$ cat config.mk
export PLATFORM = sky130hd
export DESIGN_NAME = mem_stage_bus_ctrl
export DESIGN_NICKNAME = d
export VERILOG_FILES = /design/src/rtl/mem_ctrl_pkg.sv /design/src/rtl/mem_addr_decode.sv /design/src/rtl/mem_stage_bus_ctrl.sv
export SDC_FILE = /design/constraint.sdc
export NUM_CORES = 1
export LEC_CHECK = 0
export CORE_MARGIN = 2
export CORE_UTILIZATION = 44
export CTS_CLUSTER_DIAMETER = 120
export CTS_CLUSTER_SIZE = 30
export DETAILED_ROUTE_END_ITERATION = 8
export PLACE_DENSITY = 0.9
export REMOVE_ABC_BUFFERS = 1
export SYNTH_ARGS = -nofsm -noshare
export SYNTH_HDL_FRONTEND = slang
export SYNTH_SLANG_ARGS = --single-unit
$ cat constraint.sdc
create_clock -name clk_i -period 8.42 [get_ports clk_i]
set_clock_uncertainty 0.2 [all_clocks]
set_input_delay 1.684 -clock clk_i [delete_from_list [all_inputs] [get_ports clk_i]]
set_output_delay 1.684 -clock clk_i [all_outputs]
set_load 0.02 [all_outputs]
$ cat src/rtl/mem_ctrl_pkg.sv
// Shared types and defaults for the memory-stage bus controller and its address decoder.
package mem_ctrl_pkg;

    typedef enum logic [1:0] {
        IDLE      = 2'd0,
        DM_BUSY   = 2'd1,
        UART_BUSY = 2'd2,
        DONE      = 2'd3
    } state_e;

    typedef enum logic {
        TGT_DM   = 1'b0,
        TGT_UART = 1'b1
    } target_e;

    localparam logic [31:0] UART_BASE_DEF = 32'h8000_0000;
    localparam logic [31:0] UART_MASK_DEF = 32'hFFFF_FF00;

    // Wide enough for the largest legal data-memory latency (15).
    localparam int unsigned CNT_W = 4;

endpackage

$ cat src/rtl/mem_addr_decode.sv
// Combinational address-to-target decode; anything outside the UART window is data memory.
module mem_addr_decode
    import mem_ctrl_pkg::*;
#(
    parameter int unsigned    DW        = 32,
    parameter logic [DW-1:0] UART_BASE = DW'(UART_BASE_DEF),
    parameter logic [DW-1:0] UART_MASK = DW'(UART_MASK_DEF)
) (
    input  logic [DW-1:0] addr_i,
    output target_e       target_o
);

    assign target_o = ((addr_i & UART_MASK) == UART_BASE) ? TGT_UART : TGT_DM;

endmodule

$ cat src/rtl/mem_stage_bus_ctrl.sv
// Memory-stage load/store sequencer: fixed-latency data memory or req/ack UART, stalling the pipe meanwhile.
// Optional UART ack timeout with bus_err_o reporting is enabled by defining MEM_TIMEOUT_EN.
module mem_stage_bus_ctrl
    import mem_ctrl_pkg::*;
#(
    parameter int unsigned    DW        = 32,
    parameter int unsigned    DM_LAT    = 2,
    parameter logic [DW-1:0] UART_BASE = DW'(UART_BASE_DEF),
    parameter logic [DW-1:0] UART_MASK = DW'(UART_MASK_DEF),
    parameter int unsigned    TIMEOUT   = 64
) (
    input  logic          clk_i,
    input  logic          rst_i,
    input  logic          mem_read_i,
    input  logic          mem_write_i,
    input  logic [DW-1:0] addr_i,
    input  logic [DW-1:0] wdata_i,
    output logic          stall_o,
    output logic [DW-1:0] rdata_o,
    output logic          rvalid_o,
    output logic [DW-1:0] bus_addr_o,
    output logic [DW-1:0] bus_wdata_o,
    output logic          bus_we_o,
    output logic          cs_dm_o,
    input  logic [DW-1:0] dm_rdata_i,
    output logic          uart_req_o,
    input  logic          uart_ack_i,
    input  logic [DW-1:0] uart_rdata_i,
    output logic          bus_err_o
);

    localparam logic [CNT_W-1:0] DM_CNT_INIT = CNT_W'(DM_LAT - 1);

    // Elaboration-time guard on parameter ranges.
    if (DM_LAT < 1 || DM_LAT > 15) begin : g_bad_dm_lat
        $error("mem_stage_bus_ctrl: DM_LAT must be within 1..15");
    end
    if (TIMEOUT < 1) begin : g_bad_timeout
        $error("mem_stage_bus_ctrl: TIMEOUT must be at least 1");
    end

    state_e           state_q;
    logic [CNT_W-1:0] cnt_q;
    logic             req_c;
    target_e          tgt_c;

`ifdef MEM_TIMEOUT_EN
    localparam int unsigned TMO_W = $clog2(TIMEOUT + 1);
    logic [TMO_W-1:0] tmo_cnt_q;
`endif

    assign req_c = mem_read_i | mem_write_i;

    mem_addr_decode #(
        .DW        (DW),
        .UART_BASE (UART_BASE),
        .UART_MASK (UART_MASK)
    ) u_decode (
        .addr_i   (addr_i),
        .target_o (tgt_c)
    );

    // Held low while in reset so an in-flight access releases the pipe immediately.
    assign stall_o = ~rst_i & (((state_q == IDLE) & req_c) |
                               (state_q == DM_BUSY) | (state_q == UART_BUSY));

    always_ff @(posedge clk_i or posedge rst_i) begin
        if (rst_i) begin
            state_q     <= IDLE;
            cnt_q       <= '0;
            bus_addr_o  <= '0;
            bus_wdata_o <= '0;
            bus_we_o    <= 1'b0;
            cs_dm_o     <= 1'b0;
            uart_req_o  <= 1'b0;
            rdata_o     <= '0;
            rvalid_o    <= 1'b0;
`ifdef MEM_TIMEOUT_EN
            tmo_cnt_q   <= '0;
            bus_err_o   <= 1'b0;
`endif
        end else begin
            rvalid_o  <= 1'b0;
`ifdef MEM_TIMEOUT_EN
            bus_err_o <= 1'b0;
`endif
            case (state_q)
                IDLE: begin
                    if (req_c) begin
                        bus_addr_o  <= addr_i;
                        bus_wdata_o <= wdata_i;
                        bus_we_o    <= mem_write_i;
                        if (tgt_c == TGT_UART) begin
                            state_q    <= UART_BUSY;
                            uart_req_o <= 1'b1;
`ifdef MEM_TIMEOUT_EN
                            tmo_cnt_q  <= '0;
`endif
                        end else begin
                            state_q <= DM_BUSY;
                            cs_dm_o <= 1'b1;
                            cnt_q   <= DM_CNT_INIT;
                        end
                    end
                end
                DM_BUSY: begin
                    if (cnt_q == '0) begin
                        state_q  <= DONE;
                        cs_dm_o  <= 1'b0;
                        rvalid_o <= ~bus_we_o;
                        if (!bus_we_o) rdata_o <= dm_rdata_i;
                    end else begin
                        cnt_q <= cnt_q - CNT_W'(1);
                    end
                end
                UART_BUSY: begin
                    if (uart_ack_i) begin
                        state_q    <= DONE;
                        uart_req_o <= 1'b0;
                        rvalid_o   <= ~bus_we_o;
                        if (!bus_we_o) rdata_o <= uart_rdata_i;
                    end
`ifdef MEM_TIMEOUT_EN
                    // Give up on a silent UART; loads return zero and flag the error.
                    else if (tmo_cnt_q == TMO_W'(TIMEOUT - 1)) begin
                        state_q    <= DONE;
                        uart_req_o <= 1'b0;
                        rvalid_o   <= ~bus_we_o;
                        bus_err_o  <= 1'b1;
                        if (!bus_we_o) rdata_o <= '0;
                    end else begin
                        tmo_cnt_q <= tmo_cnt_q + TMO_W'(1);
                    end
`endif
                end
                DONE:    state_q <= IDLE;
                default: state_q <= IDLE;
            endcase
        end
    end

`ifndef MEM_TIMEOUT_EN
    assign bus_err_o = 1'b0;
`endif

endmodule

==> run_results.csv, run 1 <==
group,metric,value,unit
worst_setup_path,critical-path-slowest-cell,"sky130_fd_sc_hd__buf_4",
sta,period_needed,5.54,ns
synthesis,postSynthAreaPerCell,9.47,um^2
cts,post_cts_resized,0,
sta,worst_hold_slack,0.283,ns
floorplan,design.portCount,235,
synthesis,synth-seq-area-share,55.1,%
cts,numClockSinks,106,
floorplan,placement_rows,38,
synthesis,synth_cell_types,47,
cts,numCtsBuffers,9,
worst_setup_path,crit-reg2reg-capture,"rdata_o[6]",
global_routing,grt_first_pass_wirelength,22100,um
floorplan,fp.dieH,109,um
layout,ant_diodes,0,
global_routing,grt_util_all_layers,24.2,%
cts,clock_root_buffer,"sky130_fd_sc_hd__clkbuf_8",
cts,insertion_delay,0.35,ns
sta,max_slew.worst_pin.slew,1.27,ns
sta,hold_violations,0,
sta,final_max_slew_viol_count,0,
sta,grt_setup_unrepaired,"no",
floorplan,initial_utilization,44.8,%
worst_setup_path,setup.worst_path.start_class,"primary input",
floorplan,floorplan.die.width,109,um
synthesis,asyncSetResetFlopFracSynth,100,%
worst_hold_path,hold_path_startpoint,"bus_wdata_o[3]",
detailed_routing,remaining_drc_errors,0,
worst_setup_path,cp.buffers_inverters,3,
layout,post_route_cells_drive_above_1_share,8.22,%
outcome,run_status,"completed",
run,cap_violations,0,
floorplan,coreArea,10700,um^2
worst_hold_path,timing.hold.worst_endpoint,"bus_wdata_o[3]",
worst_setup_path,regToRegSetupSlack,5.23,ns
synthesis,synthCells,508,
worst_setup_path,critical_path.max_stage_delay,0.58,ns
cts,tritoncts,"built",
placed_design,io_buffers,233,
detailed_routing,routed_wirelength,13900,um
detailed_routing,drtAntennaViolNets,0,
cts,cts_htree_levels,3,
global_routing,antenna_found_initial,0,
global_routing,maximum_number_of_pins_on_one_net_before_global_route_repair,71,
worst_setup_path,critical_path.endpoint_type,"output pin",
cts,buffer_depth_of_the_longest_clock_path,2,
power,cellLeakagePower,3.26,nW
synthesis,ys.warnings.count,0,
detailed_routing,route.detailed.vias_per_inst,4.96,
synthesis,yosys_most_used_dff,"sky130_fd_sc_hd__dfrtp_1",
detailed_routing,dr.pass1.iters,4,
cts,postCtsSetupBuffers,0,
worst_setup_path,worst_r2r_startpoint,"state_q[0]",
global_routing,first_global_vias,4495,
worst_setup_path,timing.critical_path.required,6.54,ns
placed_design,final_estimated_routing_congestion_in_global_placement,0.835,
worst_hold_path,worstHoldPathCells,2,
layout,final_nets,863,
power,power-per-cell-area,388,nW/um^2
worst_setup_path,r2r.worst_path.cells,7,
floorplan,die_area,11800,um^2
sta,slew-limit-headroom,15.0,%
sta,maxClockFrequency,180,MHz
worst_setup_path,crit_top_cell,"sky130_fd_sc_hd__clkdlybuf4s50_1",
layout,flow.area_growth_from_synthesis,54.0,%
worst_setup_path,critical_path.top_delay_family,"buffers and inverters",
synthesis,synth_edf_count,0,
detailed_routing,vias,4311,
placed_design,dp_hpwl,10400,um
worst_setup_path,critical_path_arrival,3.66,ns
sta,post-route-period-util,65.8,%
global_routing,grt_remaining_overflow,0,
cts,clk_transition_reported_paths,0.10,ns
worst_hold_path,holdCritPathClass,"reg2reg",
detailed_routing,detail_route.iter0.violations,268,
worst_setup_path,crit_path_max_fanout,70,
synthesis,synth_area,4810,um^2
worst_setup_path,critical_path_cell_by_cell,"clkdlybuf4s50_1, o21ai_4, buf_4, a21oi_1, clkdlybuf4s50_1",
synthesis,synth.ff_latch_count,106,
sta,setup_tns,0,ns
sta,setup_viol,0,
detailed_routing,detail_route.wl_per_cell,16.0,um
power,vdd.ir_drop.worst,0.296,mV
worst_setup_path,criticalPathCategory,"in2out",
cts,post_cts_hold_buffer_count,0,
synth_stat cells (2+ instances only):
library cell	count	area share [%]
sky130_fd_sc_hd__nor2_1	32	2.5
sky130_fd_sc_hd__o22ai_1	3	0.39
sky130_fd_sc_hd__a21oi_1	7	0.73
sky130_fd_sc_hd__nand3_1	3	0.31
sky130_fd_sc_hd__ha_1	5	1.3
sky130_fd_sc_hd__a221oi_1	2	0.36
sky130_fd_sc_hd__clkbuf_1	16	1.2
sky130_fd_sc_hd__o2111ai_1	2	0.36
sky130_fd_sc_hd__nand4_1	2	0.26
sky130_fd_sc_hd__buf_6	7	1.6
sky130_fd_sc_hd__nor2_2	5	0.65
sky130_fd_sc_hd__nand2b_1	2	0.26
sky130_fd_sc_hd__nor4_1	5	0.65
sky130_fd_sc_hd__o21ai_0	6	0.62
sky130_fd_sc_hd__dfrtp_1	106	55
sky130_fd_sc_hd__buf_1	5	0.39
sky130_fd_sc_hd__nor2b_1	2	0.26
sky130_fd_sc_hd__mux2i_1	32	6.7
sky130_fd_sc_hd__o311ai_0	2	0.36
sky130_fd_sc_hd__a21oi_2	28	5.1
sky130_fd_sc_hd__inv_1	7	0.55
sky130_fd_sc_hd__nand2_1	204	16
flip-flops by register name, indices dropped and copies added, names as in the netlist:
| name | cells |
|---|---|
| rvalid_o | 1 |
| cnt_q | 4 |
| bus_wdata_o | 32 |
| state_q | 2 |
| rdata_o | 32 |
| bus_we_o | 1 |
| cs_dm_o | 1 |
| bus_addr_o | 32 |
| uart_req_o | 1 |
tightest hold or removal path, cell delays in order, from the launching register on:
cell	delay, ns
sky130_fd_sc_hd__dfrtp_1	0.35
sky130_fd_sc_hd__nand2_1	0.05
sky130_fd_sc_hd__nand2_1	0.05
kinds of logic (layout without fill, tap and decap cells):
kind of cell | Yosys count | in the layout | synth area share [%]
mux | 32 | 32 | 6.66
buf+inv | 37 | 259 | 4.08
fa+ha+maj | 5 | 5 | 1.30
simple gates | 266 | 266 | 22.5
other cells | 1 | 1 | 0.0779
flops | 106 | 106 | 55.1
compound gates | 61 | 61 | 10.2
cell usage in the layout, fill, tap and decap left out, drive strengths merged, types with 2 or more instances in the layout:
cell type,n
clkdlybuf4s50,233
nand2,204
dfrtp,106
nor2,37
a21oi,35
mux2i,32
clkbuf,10
inv,7
o21ai,7
nor4,5
ha,5
nand3,3
o22ai,3
clkinvlp,3
buf,3
nor2b,2
nand2b,2
nand4,2
a221oi,2
o2111ai,2
o311ai,2
bufinv,2
or3b,2
o31a,2
layout make-up:
type | count | area (um^2)
Sequential cell | 106 | 2650
Clock inverter | 6 | 91.3
Fill cell | 829 | 3340
Multi-Input combinational cell | 365 | 1980
Clock buffer | 10 | 128
Inverter | 7 | 28.8
Timing Repair Buffer | 236 | 2350
Tap cell | 140 | 175
metrics by stage:
step | setup WS (ns) | util, % | area (um^2) | power [mW] | std cells
6_report | 2.88 | 68.9 | 7410 | 2.87 | 870
5_1_grt | 2.74 | 68.9 | 7410 | 3.06 | 870
4_1_cts | 2.86 | 68.9 | 7410 | 2.89 | 870
3_5_place_dp | 2.86 | 66.9 | 7190 | 2.54 | 854
3_3_place_gp | 2.89 | 66.9 | 7190 | 2.47 | 854
2_1_floorplan | 1.98 | - | 4640 | 1.83 | 478
routing by layer:
metal | track usage, % | part of all wire (%) | vias up | wire length [um]
li1 | - | - | 2090 | -
met1 | 29.8 | 40 | 2042 | 5590
met2 | 41.6 | 52 | 141 | 7280
met3 | 3.80 | 4.2 | 38 | 583
met4 | 11.1 | 3.5 | 0 | 483
met5 | 0 | 0 | - | 0
power breakdown:
part	leakage (nW)	internal, mW	switching, mW
logic	1.90	0.722	0.913
registers	1.27	0.757	0.141
clock network	0.0987	0.168	0.174
total	3.26	1.65	1.23
how the worst max path moves through the flow:
stage	from	to	slack (ns)	cells past startpoint
floorplan	mem_write_i	stall_o	1.98	2
global placement	mem_write_i	stall_o	2.89	5
detailed placement	mem_write_i	stall_o	2.86	5
CTS	mem_write_i	stall_o	2.86	5
global route	mem_write_i	stall_o	2.74	5
finish	mem_write_i	stall_o	2.88	5
Power figures use the tool's default switching activity.
==> inputs of run 2 (changes only) <==
Settings changed: CORE_UTILIZATION 44 to 37, PLACE_DENSITY 0.9 to 0.81.
Clock period 8.42 ns to 4.6 ns, I/O delays scaled along.
==> run_results.csv, run 2 (synthesis results as in run 1) <==
group,metric,value,unit
global_routing,maximum_number_of_pins_on_one_net_before_global_route_repair,70,
worst_setup_path,criticalPathCategory,"in2out",
layout,most-common-layout-cells,"233 x sky130_fd_sc_hd__clkdlybuf4s50_1, 204 x sky130_fd_sc_hd__nand2_1, 106 x sky130_fd_sc_hd__dfrtp_1",
cts,tritoncts,"built",
sta,final_max_slew_viol_count,0,
power,vdd.ir_drop.worst,0.331,mV
cts,buffer_depth_of_the_longest_clock_path,2,
sta,slew-limit-headroom,49.2,%
detailed_routing,dr.pass1.iters,4,
cts,clk_transition_reported_paths,0.07,ns
detailed_routing,routed_wirelength,13600,um
sta,post-route-period-util,76.3,%
cts,cts_htree_levels,3,
sta,final_critical_path_setup_slack,1.09,ns
floorplan,coreArea,12700,um^2
cts,clock_root_buffer,"sky130_fd_sc_hd__clkbuf_16",
placed_design,io_buffers,233,
placed_design,dp_hpwl,10200,um
cts,numCtsBuffers,9,
floorplan,fp.dieH,118,um
power,cellLeakagePower,3.31,nW
detailed_routing,detail_route.wl_per_cell,15.0,um
cts,insertion_delay,0.34,ns
worst_hold_path,holdCritPathClass,"reg2reg",
worst_setup_path,critical_path.endpoint_type,"output pin",
layout,flow.area_growth_from_synthesis,56.5,%
placed_design,preCtsSetupSlack,1.09,ns
global_routing,grt_first_pass_wirelength,22100,um
detailed_routing,vias,4308,
global_routing,antenna_found_initial,0,
floorplan,initial_utilization,38.0,%
sta,max_slew.worst_pin.slew,0.763,ns
sta,hold_violations,0,
power,power-per-cell-area,709,nW/um^2
power,fin_total_pwr,5.34,mW
run,cap_violations,0,
sta,period_needed,3.51,ns
detailed_routing,detail_route.iter0.violations,213,
global_routing,grt_remaining_overflow,0,
layout,final_nets,865,
floorplan,die_area,13900,um^2
worst_setup_path,critical_path_arrival,2.39,ns
floorplan,design.portCount,235,
floorplan,placement_rows,41,
worst_setup_path,timing.critical_path.required,3.48,ns
detailed_routing,remaining_drc_errors,0,
cts,post_cts_hold_buffer_count,0,
sta,grt_setup_unrepaired,"no",
cts,postCtsSetupBuffers,0,
placed_design,final_estimated_routing_congestion_in_global_placement,0.857,
cts,numClockSinks,106,
layout,largest_registers,"bus_addr_o: 32 flops, bus_wdata_o: 32 flops, rdata_o: 32 flops",
layout,mostFrequentLayoutCell,"sky130_fd_sc_hd__clkdlybuf4s50_1",
worst_setup_path,setup.worst_path.start_class,"primary input",
layout,ant_diodes,0,
cts,post_cts_resized,0,
sta,maxClockFrequency,285,MHz
detailed_routing,drtAntennaViolNets,0,
layout,post_route_cells_drive_above_1_share,8.21,%
detailed_routing,route.detailed.vias_per_inst,4.77,
global_routing,first_global_vias,4530,
sta,worst_hold_slack,0.271,ns
outcome,run_status,"completed",
floorplan,floorplan.die.width,118,um
sta,setup_viol,0,
global_routing,grt_util_all_layers,19.8,%
worst_setup_path,crit_path_max_fanout,5,
run 2: cell types whose count changed in the layout (fill, tap and decap cells not counted), sizes merged:
cell and change:
buf +2, bufinv -2, clkbuf +3, clkinvlp -2
run 2: cell type report:
| class | instances | area, um^2 |
|---|---|---|
| fill | 1053 | 5140 |
| clock buffer | 13 | 260 |
| clock inverter | 2 | 12.5 |
| timing repair buffer | 238 | 2380 |
| multi-input combinational | 365 | 1980 |
| tap | 172 | 215 |
| inverter | 7 | 28.8 |
| sequential | 106 | 2650 |
run 2: final timing paths:
kind                                 start               to  slack, ns  cells past startpoint
max                            mem_write_i          stall_o       1.09                      4
min                        bus_wdata_o[25]  bus_wdata_o[25]       0.27                      2
max reg2reg                       cnt_q[0]      rdata_o[15]       1.79                      7
min reg2reg                bus_wdata_o[25]  bus_wdata_o[25]       0.27                      2
max in group asynchronous            rst_i  bus_wdata_o[15]       2.63                      3
min in group asynchronous            rst_i      rdata_o[30]       0.85                      2
run 2: power by group:
part	leakage, nW	switching (mW)	internal (mW)	total, mW
Clock	0.132	0.329	0.394	0.723
Combinational	1.91	1.66	1.32	2.97
Sequential	1.27	0.252	1.39	1.64
run 2: stage by stage:
step / instances / util, % / TNS (ns) / cell area, um^2
2_1_floorplan: 478 / - / -8.04 / 4640
3_3_place_gp: 888 / 57.3 / 0 / 7260
3_5_place_dp: 888 / 57.3 / 0 / 7260
4_1_cts: 903 / 59.4 / 0 / 7530
5_1_grt: 903 / 59.4 / 0 / 7530
6_report: 903 / 59.4 / 0 / 7530
run 2: routing by layer:
| metal | wire length, um | track usage, % | part of all wire, % |
|---|---|---|---|
| met1 | 5420 | 22.9 | 40 |
| met4 | 510 | 10.4 | 3.8 |
| met3 | 747 | 4.80 | 5.5 |
| met5 | 0 | 0 | 0 |
| met2 | 6910 | 34.0 | 51 |
run 2: worst max-delay path, cell delays in order:
cell	delay, ns
sky130_fd_sc_hd__clkdlybuf4s50_1	0.59
sky130_fd_sc_hd__o21ai_4	0.09
sky130_fd_sc_hd__a21oi_1	0.17
sky130_fd_sc_hd__clkdlybuf4s50_1	0.61
